File: config.mk
export PLATFORM = sky130hd
export DESIGN_NAME = cache_line_burst_adapter
export DESIGN_NICKNAME = d
export VERILOG_FILES = /design/src/rtl/cache_line_burst_adapter.sv
export SDC_FILE = /design/constraint.sdc
export NUM_CORES = 1
export LEC_CHECK = 0
export BUFFER_PORTS_ARGS = -buffer_cell sky130_fd_sc_hd__buf_2
export CORE_UTILIZATION = 30
export DETAILED_ROUTE_END_ITERATION = 16
export HOLD_SLACK_MARGIN = 0.08
export SETUP_SLACK_MARGIN = 0.05
export SLEW_MARGIN = 20
export SYNTH_ARGS = -nofsm -noshare
export SYNTH_HDL_FRONTEND = slang
export SYNTH_SLANG_ARGS = --single-unit
File: constraint.sdc
create_clock -name CLK -period 2.2 [get_ports CLK]
set_input_delay 0.44 -clock CLK [delete_from_list [all_inputs] [get_ports CLK]]
set_output_delay 0.44 -clock CLK [all_outputs]
set_load 0.005 [all_outputs]
File: src/rtl/cache_line_burst_adapter.sv
// Cache line burst adapter.
// Splits whole-line fills and writebacks into BEATS sequential bus-wide beats
// on a simple request/valid memory bus. A combined request performs the
// writeback first and then the fill, and signals completion once at the end.
// All state and all outputs are registered; reset is synchronous, active-low.

module cache_line_burst_adapter #(
    parameter int LINE_WIDTH = 256,
    parameter int BUS_WIDTH  = 32,
    parameter int ADDR_WIDTH = 32
) (
    input  logic                  CLK,
    input  logic                  RST,
    input  logic                  re,
    input  logic                  we,
    input  logic [ADDR_WIDTH-1:0] fill_addr,
    input  logic [ADDR_WIDTH-1:0] wb_addr,
    input  logic [LINE_WIDTH-1:0] line_in,
    output logic                  busy,
    output logic                  ready,
    output logic [LINE_WIDTH-1:0] line_out,
    output logic                  mem_req,
    output logic                  mem_we,
    output logic [ADDR_WIDTH-1:0] mem_addr,
    output logic [BUS_WIDTH-1:0]  mem_wdata,
    input  logic [BUS_WIDTH-1:0]  mem_rdata,
    input  logic                  mem_valid
);

    // ------------------------------------------------------------------
    // Derived constants
    // ------------------------------------------------------------------
    localparam int BEATS  = LINE_WIDTH / BUS_WIDTH;
    localparam int CNT_W  = $clog2(BEATS);
    localparam int OFFS_W = $clog2(LINE_WIDTH / 8);
    localparam int STEP   = BUS_WIDTH / 8;

    localparam logic [CNT_W-1:0]      LAST_BEAT  = CNT_W'(BEATS - 1);
    localparam logic [CNT_W-1:0]      CNT_ZERO   = {CNT_W{1'b0}};
    localparam logic [CNT_W-1:0]      CNT_ONE    = CNT_W'(1'b1);
    localparam logic [ADDR_WIDTH-1:0] ADDR_STEP  = ADDR_WIDTH'(STEP);
    localparam logic [ADDR_WIDTH-1:0] ADDR_ZERO  = {ADDR_WIDTH{1'b0}};
    localparam logic [ADDR_WIDTH-1:0] ALIGN_MASK =
        ~((ADDR_WIDTH'(1'b1) << OFFS_W) - ADDR_WIDTH'(1'b1));
    localparam logic [BUS_WIDTH-1:0]  DATA_ZERO  = {BUS_WIDTH{1'b0}};
    localparam logic [LINE_WIDTH-1:0] LINE_ZERO  = {LINE_WIDTH{1'b0}};

    // Reject parameter sets the beat arithmetic cannot represent.
    if ((BUS_WIDTH % 8) != 0 || (LINE_WIDTH % BUS_WIDTH) != 0 ||
        BEATS < 2 || (BEATS & (BEATS - 1)) != 0 || OFFS_W >= ADDR_WIDTH) begin : g_bad_params
        $error("cache_line_burst_adapter: unsupported LINE_WIDTH/BUS_WIDTH/ADDR_WIDTH combination");
    end

    typedef enum logic [1:0] {
        IDLE  = 2'd0,
        WRITE = 2'd1,
        READ  = 2'd2,
        DONE  = 2'd3
    } state_t;

    // ------------------------------------------------------------------
    // Helpers
    // ------------------------------------------------------------------

    // Clear the byte offset within a line.
    function automatic logic [ADDR_WIDTH-1:0] align_line(input logic [ADDR_WIDTH-1:0] addr);
        return addr & ALIGN_MASK;
    endfunction

    // Bus-wide slice of a line for a beat index; beat 0 is the LS slice.
    function automatic logic [BUS_WIDTH-1:0] beat_slice(input logic [LINE_WIDTH-1:0] line,
                                                        input logic [CNT_W-1:0]      idx);
        return line[BUS_WIDTH*int'(idx) +: BUS_WIDTH];
    endfunction

    // ------------------------------------------------------------------
    // State and output registers
    // ------------------------------------------------------------------
    state_t                  state_r;
    logic [CNT_W-1:0]        cnt_r;
    logic                    pend_r;       // fill still owed after a writeback
    logic [ADDR_WIDTH-1:0]   fill_base_r;  // aligned fill address for a combined request
    logic [LINE_WIDTH-1:0]   line_r;       // writeback data captured at request time
    logic                    busy_r;
    logic                    ready_r;
    logic                    mem_req_r;
    logic                    mem_we_r;
    logic [ADDR_WIDTH-1:0]   mem_addr_r;
    logic [BUS_WIDTH-1:0]    mem_wdata_r;
    logic [LINE_WIDTH-1:0]   line_out_r;

    // ------------------------------------------------------------------
    // Combinational helpers for the sequencer
    // ------------------------------------------------------------------
    logic                    beat_done_s;
    logic                    last_beat_s;
    logic [CNT_W-1:0]        cnt_next_s;
    logic [ADDR_WIDTH-1:0]   next_addr_s;
    logic [BUS_WIDTH-1:0]    next_wdata_s;
    logic [ADDR_WIDTH-1:0]   fill_base_s;
    logic [ADDR_WIDTH-1:0]   wb_base_s;
    logic [BUS_WIDTH-1:0]    first_wdata_s;

    // Beat completion, explicit counter wrap and next-beat address/data.
    always_comb begin
        beat_done_s   = mem_req_r & mem_valid;
        last_beat_s   = (cnt_r == LAST_BEAT);
        if (last_beat_s) begin
            cnt_next_s = CNT_ZERO;
        end else begin
            cnt_next_s = cnt_r + CNT_ONE;
        end
        next_addr_s   = mem_addr_r + ADDR_STEP;
        next_wdata_s  = beat_slice(line_r, cnt_next_s);
        fill_base_s   = align_line(fill_addr);
        wb_base_s     = align_line(wb_addr);
        first_wdata_s = beat_slice(line_in, CNT_ZERO);
    end

    // Burst sequencer: request decode in IDLE, beat stepping in WRITE/READ,
    // one-cycle completion pulse in DONE. Every output is a register here.
    always_ff @(posedge CLK) begin
        if (!RST) begin
            state_r     <= IDLE;
            cnt_r       <= CNT_ZERO;
            pend_r      <= 1'b0;
            fill_base_r <= ADDR_ZERO;
            line_r      <= LINE_ZERO;
            busy_r      <= 1'b0;
            ready_r     <= 1'b0;
            mem_req_r   <= 1'b0;
            mem_we_r    <= 1'b0;
            mem_addr_r  <= ADDR_ZERO;
            mem_wdata_r <= DATA_ZERO;
            line_out_r  <= LINE_ZERO;
        end else begin
            case (state_r)
                IDLE: begin
                    ready_r <= 1'b0;
                    cnt_r   <= CNT_ZERO;
                    if (re && we) begin
                        // Writeback first; the fill address is parked until then.
                        fill_base_r <= fill_base_s;
                        line_r      <= line_in;
                        pend_r      <= 1'b1;
                        mem_addr_r  <= wb_base_s;
                        mem_wdata_r <= first_wdata_s;
                        mem_we_r    <= 1'b1;
                        mem_req_r   <= 1'b1;
                        busy_r      <= 1'b1;
                        state_r     <= WRITE;
                    end else if (we) begin
                        line_r      <= line_in;
                        pend_r      <= 1'b0;
                        mem_addr_r  <= wb_base_s;
                        mem_wdata_r <= first_wdata_s;
                        mem_we_r    <= 1'b1;
                        mem_req_r   <= 1'b1;
                        busy_r      <= 1'b1;
                        state_r     <= WRITE;
                    end else if (re) begin
                        fill_base_r <= fill_base_s;
                        pend_r      <= 1'b0;
                        mem_addr_r  <= fill_base_s;
                        mem_we_r    <= 1'b0;
                        mem_req_r   <= 1'b1;
                        busy_r      <= 1'b1;
                        state_r     <= READ;
                    end else begin
                        mem_req_r   <= 1'b0;
                        busy_r      <= 1'b0;
                        state_r     <= IDLE;
                    end
                end

                WRITE: begin
                    if (beat_done_s) begin
                        cnt_r <= cnt_next_s;
                        if (last_beat_s) begin
                            if (pend_r) begin
                                // Switch straight to the fill; mem_req stays high.
                                pend_r     <= 1'b0;
                                mem_we_r   <= 1'b0;
                                mem_addr_r <= fill_base_r;
                                state_r    <= READ;
                            end else begin
                                mem_req_r  <= 1'b0;
                                mem_we_r   <= 1'b0;
                                ready_r    <= 1'b1;
                                state_r    <= DONE;
                            end
                        end else begin
                            mem_addr_r  <= next_addr_s;
                            mem_wdata_r <= next_wdata_s;
                        end
                    end else begin
                        // Wait state: address and data held.
                        state_r <= WRITE;
                    end
                end

                READ: begin
                    if (beat_done_s) begin
                        line_out_r[BUS_WIDTH*int'(cnt_r) +: BUS_WIDTH] <= mem_rdata;
                        cnt_r <= cnt_next_s;
                        if (last_beat_s) begin
                            mem_req_r <= 1'b0;
                            ready_r   <= 1'b1;
                            state_r   <= DONE;
                        end else begin
                            mem_addr_r <= next_addr_s;
                        end
                    end else begin
                        state_r <= READ;
                    end
                end

                DONE: begin
                    ready_r   <= 1'b0;
                    busy_r    <= 1'b0;
                    mem_req_r <= 1'b0;
                    cnt_r     <= CNT_ZERO;
                    state_r   <= IDLE;
                end

                default: begin
                    // Unreachable encoding: return to a quiet, idle bus.
                    ready_r   <= 1'b0;
                    busy_r    <= 1'b0;
                    mem_req_r <= 1'b0;
                    mem_we_r  <= 1'b0;
                    pend_r    <= 1'b0;
                    cnt_r     <= CNT_ZERO;
                    state_r   <= IDLE;
                end
            endcase
        end
    end

    assign busy      = busy_r;
    assign ready     = ready_r;
    assign line_out  = line_out_r;
    assign mem_req   = mem_req_r;
    assign mem_we    = mem_we_r;
    assign mem_addr  = mem_addr_r;
    assign mem_wdata = mem_wdata_r;

endmodule
==> results of run 1 <==
registers in the layout, indices dropped and copies added, names as in the netlist:
name and cells:
line_out 256, busy 1, pend_r 1, mem_addr 30, ready 1, mem_req 1
mem_wdata 32, line_r 256, mem_we 1, state_r 2, fill_base_r 27, cnt_r 3
cell type report:
cell class	count	area (um^2)
Tap cell	1134	1420
Multi-Input combinational cell	2239	12500
Clock buffer	103	2090
Clock inverter	27	379
Sequential cell	611	12200
Fill cell	8198	46800
Timing Repair Buffer	1109	8190
Inverter	11	58.8
Antenna cell	18	45.0
layout by cell type, fill, tap and decap left out, types with 15 or more instances in the layout:
| cell type | Yosys | final |
|---|---|---|
| o22ai_1 | 39 | 25 |
| nor3_1 | 20 | 19 |
| buf_4 | 6 | 113 |
| mux4_2 | 64 | 64 |
| clkbuf_16 | 0 | 77 |
| o21ai_0 | 36 | 34 |
| or2_2 | 34 | 30 |
| clkbuf_1 | 219 | 15 |
| dfxtp_1 | 611 | 608 |
| dlygate4sd3_1 | 0 | 243 |
| nor2b_1 | 42 | 27 |
| nand2_1 | 954 | 925 |
| buf_6 | 4 | 15 |
| o31ai_1 | 32 | 27 |
| nand3_1 | 240 | 239 |
| a21oi_1 | 578 | 564 |
| diode_2 | 0 | 18 |
| clkbuf_8 | 0 | 15 |
| nor2_1 | 39 | 36 |
| mux2i_1 | 24 | 24 |
| buf_12 | 0 | 61 |
| nand2_4 | 0 | 20 |
| buf_2 | 59 | 668 |
worst paths after layout:
kind                               startpoint            end  slack, ns
worst max-delay path                 cnt_r[0]  line_out[134]       0.02
worst min-delay path             line_in[225]    line_r[225]       0.10
worst max register to register       cnt_r[0]  line_out[134]       0.02
worst min register to register  mem_wdata[10]  mem_wdata[10]       0.45
worst max-delay path: cells and delay by family, from the launching register on:
| family | cells | cell delay, ns |
|---|---|---|
| AO/OA/AOI/OAI | 1 | 0.04 |
| buffers and inverters | 3 | 0.41 |
| adder cells (fa/ha/maj) | 2 | 0.44 |
| AND/OR/NAND/NOR | 3 | 0.77 |
| flip-flops | 1 | 0.37 |
power groups by stage:
stage | clock network [mW] | logic, mW | registers (mW)
finish | 12.5 | 6.05 | 12.4
global route | 13.2 | 6.49 | 12.5
detailed placement | 0 | 5.39 | 12.6
floorplan | 0 | 2.81 | 12.5
CTS | 12.7 | 5.80 | 12.4
global placement | 0 | 5.38 | 12.6
stage by stage:
| step | power, mW | setup slack (ns) |
|---|---|---|
| global route | 32.1 | -0.0347 |
| detailed placement | 18.0 | -0.146 |
| floorplan | 15.3 | 0.0430 |
| global placement | 18.0 | -0.142 |
| finish | 30.9 | 0.0199 |
| CTS | 30.9 | 0.0281 |
logic make-up after synthesis:
kind of cell / share of synthesized area (%)
compound gates: 15.7
xor+xnor: 0.0345
fa+ha+maj: 0.641
buf+inv: 5.08
flops: 48.2
mux: 6.62
other cells: 0.0148
simple gates: 23.7
layer usage:
metal	vias up	GRT usage, %
li1	12600	-
met1	12600	30.7
met2	1278	36.9
met3	315	5.39
met4	18	13.1
met5	-	0
what timing repair did:
action                                  CTS  global route
pin swaps                                 0            29
endpoints found under the setup margin  143           309
cloned                                    0             6
setup buffers                             3            16
resized for setup                        26           135
hold endpoints to repair                243             0
hold buffers                            243             0
==> results by group, run 1 <==
Run status
  • Status: finished, final reports clean

Synthesis
  • Top cells by area, synth: dfxtp_1 (48%), nand2_1 (14%), a21oi_1 (11%), mux4_2 (5.7%), nand3_1 (4.7%)
  • Netlist Area Pre-Place: 0.0254 mm^2
  • Mapped Cells: 3158
  • Synth top area share: 48.2%
  • Count leader, synth: nand2_1
  • Post-synth cell types: 65
  • Post-synthesis sequential area ratio: 48.2%
  • Ys flop type: dfxtp_1
  • Fraction of registers with async set/reset: 0%
  • Synth Warn #: 0
  • Commonest cells post-synth: nand2_1 (954), dfxtp_1 (611), a21oi_1 (578)
  • FF+latch count, synth: 611
  • Dominant cell type by area after synthesis: dfxtp_1
  • Syn_area_per_cell: 8.04 um^2
  • Post-synth EDFFs: 0

Final layout
  • Area grow syn2layout: 45.3%
  • Share of post-route cells with drive strength above 1: 29.3%
  • Final core utilization: 44.1%
  • Final #Nets: 4414
  • Final non-filler cell total: 5252
  • Final instance area: 0.0369 mm^2

Floorplanning
  • Die H: 293 um
  • Row Count: 106
  • Die X: 293 um
  • Core region area: 0.0837 mm^2
  • Initial Util: 30.3%
  • Num ports: 681
  • Die area: 0.0858 mm^2

Hold path
  • Tightest Hold Check Type: input port to register
  • Hold Path Depth: 3

Power and ir drop
  • Power per cell area: 838 mW/mm^2
  • NetSw: 9.11 mW
  • Seq pwr share: 40.1%
  • Net Sw Frac: 29.5%
  • Maximum VDD drop: 667 uV
  • Clock Power Share: 40.4%
  • Leak: 15.0 nW
  • Internal power: 21.8 mW
  • Power share of the combinational group: 19.5%

Flow run
  • Max cap viols: 0

Route
  • Final wirelength: 109 mm
  • Drt wl/cell: 20.8 um
  • M1 wire length: 44.1 mm
  • Final antenna-violating net count: 0
  • Top Metal Used: met5
  • Iter 0 DRT Violations: 2297
  • Total number of vias: 26800
  • DR pass1 iterations: 6
  • Wire length on met3: 9.35 mm
  • Vias/cell: 5.10
  • Drt drc: 0
  • Met2 wire len: 49.6 mm

Placement
  • GP Congestion: 0.908
  • PortBufs: 668
  • Placed instance area: 0.0311 mm^2
  • Post-DP HPWL: 73.1 mm
  • DP Cell Count: 4836

STA
  • Count of final hold-check violations: 0
  • Count of final max-slew check failures: 0
  • RSZ-0062 raised after global routing: yes
  • Slew @ Worst Pin: 0.701 ns
  • Hold slack: 0.102 ns
  • Clock Skew: 0.0295 ns
  • Setup TNS: 0 ns
  • Maximum clock rate: 0.459 GHz
  • Final setup vio count: 0
  • Slew margin rel.: 53.2%
  • Fin crit period: 2.18 ns
  • Period utilisation layout: 99.1%

CTS
  • Clock-pin slew on the worst setup and hold paths: 0.06 ns
  • Clock Sinks: 611
  • Maximum clock path buffer count: 3
  • CTS tree: done
  • Insertion delay to the later sink of the worst-skew pair: 0.62 ns
  • TritonCTS Buffers: 72
  • CTS Root Cell: clkbuf_16
  • CTS HTree Levels: 3

Setup path
  • Crit end category: register
  • Slowest stage cell, crit path: or4_4
  • Max incr delay on CP: 0.65 ns
  • CP Cell Sequence: buf_12, inv_8, ha_4, ha_4, nand2_4, or4_4, clkbuf_16, nand2_4, a21oi_2
  • Worst EP required: 2.69 ns
  • Critical Path Fanout Max: 8
  • Worst r2r path cells: 9
  • Crit path DAT: 2.67 ns
  • Worst Setup Path Type: register to register
  • Startpoint Class: register

GRT
  • GR Util All Layers: 23.8%
  • First-pass GRT wire length: 157 mm
  • Largest net degree at the start of global routing: 134
  • Congestion Overflow GR: 0
  • Number of global-route vias before repair: 24800
  • Initial antenna violation count: 26
Power figures use the tool's default switching activity.
==> run 2, diff against run 1 <==
--- a/config.mk
+++ b/config.mk
@@ -5,6 +5,7 @@
 export SDC_FILE = /design/constraint.sdc
 export NUM_CORES = 1
 export LEC_CHECK = 0
+export ABC_AREA = 1
 export BUFFER_PORTS_ARGS = -buffer_cell sky130_fd_sc_hd__buf_2
 export CORE_UTILIZATION = 30
 export DETAILED_ROUTE_END_ITERATION = 16
==> results by group, run 2 <==
Hold path
  • Tightest Hold Check Type: input port to register
  • Hold Path Depth: 3

CTS
  • TritonCTS Buffers: 71
  • CTS HTree Levels: 3
  • CTS Root Cell: clkbuf_16
  • CTS tree: done
  • Insertion delay to the later sink of the worst-skew pair: 0.62 ns
  • Clock-pin slew on the worst setup and hold paths: 0.06 ns
  • Clock Sinks: 611
  • Maximum clock path buffer count: 3

Synthesis
  • Top cells by area, synth: dfxtp_1 (47%), o21ai_0 (11%), nor2_1 (11%), a21oi_1 (7.1%), inv_1 (4.2%)
  • Synth top area share: 47.3%
  • Ys flop type: dfxtp_1
  • Syn_area_per_cell: 7.30 um^2
  • Post-synth cell types: 46
  • Fraction of registers with async set/reset: 0%
  • Post-synth EDFFs: 0
  • Post-synthesis sequential area ratio: 47.3%
  • Commonest cells post-synth: nor2_1 (753), dfxtp_1 (611), o21ai_0 (568)
  • Xor-xnor portion of the synthesized cell area: 0.169%
  • Adder-Cell Fraction of Synth Area: 0.629%
  • FF+latch count, synth: 611
  • Mapped Cells: 3545
  • Netlist Area Pre-Place: 0.0259 mm^2
  • Multiplexer area fraction after synthesis: 0%
  • Synth Warn #: 0
  • Largest family of logic cells by synthesized area: compound AO/OA/AOI/OAI gates
  • Count leader, synth: nor2_1
  • Dominant cell type by area after synthesis: dfxtp_1
  • Simple-Gate Fraction of Synth Area: 18.4%
  • Synth Area in Compound Gates: 24.6%

Route
  • Final antenna-violating net count: 0
  • Total number of vias: 27400
  • Vias/cell: 5.01
  • DR pass1 iterations: 5
  • Drt drc: 0
  • Final wirelength: 108 mm
  • Drt wl/cell: 19.7 um
  • Iter 0 DRT Violations: 2253

Setup path
  • Critical Path Fanout Max: 28
  • Startpoint Class: register
  • Stages on worst setup path: 12
  • CP Cell Sequence: ha_2, ha_4, nor2_4, inv_4, buf_12, buf_12, o221ai_2, nand3_1, nand2_1, inv_1, nand2_1, a21oi_1
  • Worst Setup Path Type: register to register
  • Crit path DAT: 2.58 ns
  • Slowest stage cell, crit path: dfxtp_4
  • Crit end category: register
  • Worst r2r path cells: 12
  • Worst Path Buf+Inv: 4
  • Max incr delay on CP: 0.37 ns
  • Largest delay contributor family on the critical path: buffers and inverters
  • Worst EP required: 2.71 ns

STA
  • Fin crit period: 2.07 ns
  • Hold slack: 0.115 ns
  • Clock Skew: 0.0610 ns
  • Period utilisation layout: 94.0%
  • RSZ-0062 raised after global routing: yes
  • PnR worst setup slack: 0.132 ns
  • Slew @ Worst Pin: 0.772 ns
  • Slew margin rel.: 48.5%
  • Final setup vio count: 0
  • Maximum clock rate: 0.484 GHz
  • Count of final hold-check violations: 0
  • Count of final max-slew check failures: 0

GRT
  • Largest net degree at the start of global routing: 91
  • Initial antenna violation count: 6
  • Number of global-route vias before repair: 25200
  • Congestion Overflow GR: 0
  • First-pass GRT wire length: 157 mm
  • GR Util All Layers: 23.5%

Final layout
  • Area grow syn2layout: 35.4%
  • Most common cell after layout, fill and taps aside: nor2_1
  • Share of post-route cells with drive strength above 1: 24.2%
  • Final core utilization: 41.1%
  • Commonest cells after routing, fill and taps aside: nor2_1 (750), buf_2 (667), dfxtp_1 (609)
  • Final #Nets: 4639

Flow run
  • Max cap viols: 0

Placement
  • GP Congestion: 0.891
  • PortBufs: 668
  • Post-DP HPWL: 79.3 mm
  • DP Worst Slack: -0.447 ns

Power and ir drop
  • Leak: 15.8 nW
  • Power per cell area: 931 mW/mm^2
  • Maximum VDD drop: 560 uV

Floorplanning
  • Core region area: 0.0853 mm^2
  • Initial Util: 30.3%
  • Num ports: 681
  • Row Count: 107
  • Die X: 296 um
  • Die H: 296 um
  • Die area: 0.0874 mm^2

Run status
  • Status: finished, final reports clean
run 2: cell types whose count changed after synthesis, moves of 69 or more:
cell	before	now
o21ai_0	36	568
nor2_1	39	753
nand3_1	240	68
o21ai_1	1	70
inv_1	9	289
nand2_1	954	224
a21oi_1	578	367
run 2: final cells by class:
cell class / count / area [um^2]
antenna: 3 / 7.51
clock buffer: 101 / 2060
clock inverter: 23 / 394
fill: 8918 / 50300
inverter: 305 / 1160
multi-input combinational: 2355 / 11600
sequential: 611 / 12200
tap: 1144 / 1430
timing repair buffer: 925 / 6130
run 2: kinds of logic (layout without fill, tap and decap cells):
kind of cell	after synthesis	after routing
other	1	5
buffers and inverters	580	1354
xor gates and xnor gates	5	5
AOI/OAI and AO/OA	1166	1166
and+or+nand+nor	1169	1169
DFF	611	611
adders and majority gates	13	13
run 2: worst paths after layout:
path	start	endpoint	slack, ns
min	line_in[167]	line_r[167]	0.12
min reg2reg	line_out[48]	line_out[48]	0.44
max	cnt_r[0]	mem_wdata[14]	0.13
max reg2reg	cnt_r[0]	mem_wdata[14]	0.13
run 2: metal layers:
| metal | GRT usage [%] | wire length (um) | vias up |
|---|---|---|---|
| li1 | - | - | 13300 |
| met1 | 30.3 | 45000 | 12800 |
| met3 | 4.48 | 8190 | 214 |
| met2 | 38.1 | 49900 | 1083 |
| met4 | 10.0 | 4620 | 0 |
| met5 | 0 | 0 | - |
run 2: metrics by stage:
stage | total power [mW] | cells | TNS (ns) | instance area (um^2)
2_1_floorplan | 16.9 | 3546 | 0 | 25900
3_3_place_gp | 20.0 | 5259 | -5.21 | 31400
3_5_place_dp | 20.1 | 5259 | -5.23 | 31400
4_1_cts | 32.7 | 5458 | 0 | 34800
5_1_grt | 34.1 | 5465 | 0 | 35000
6_report | 32.6 | 5467 | 0 | 35000
run 2: repair_timing:
item                                   in CTS  in global routing
hold buffers                               75                  0
gates resized for setup                    29                 37
endpoints found under the hold margin      75                  0
setup endpoints to repair                  34                180
setup buffers                               0                  3
pin swaps                                   1                  7
gates cloned                                0                  3
run 2: worst register-to-register path, stage by stage, from the launching register on:
cell	delay [ns]
dfxtp_4	0.37
ha_2	0.21
ha_4	0.18
nor2_4	0.17
inv_4	0.07
buf_12	0.17
buf_12	0.18
o221ai_2	0.14
nand3_1	0.16
nand2_1	0.11
inv_1	0.12
nand2_1	0.08
a21oi_1	0.05
run 2: report_power, final:
| part | internal (mW) | switching, mW |
|---|---|---|
| Sequential | 12.3 | 0.863 |
| Clock | 7.41 | 5.02 |
| Combinational | 2.69 | 4.34 |
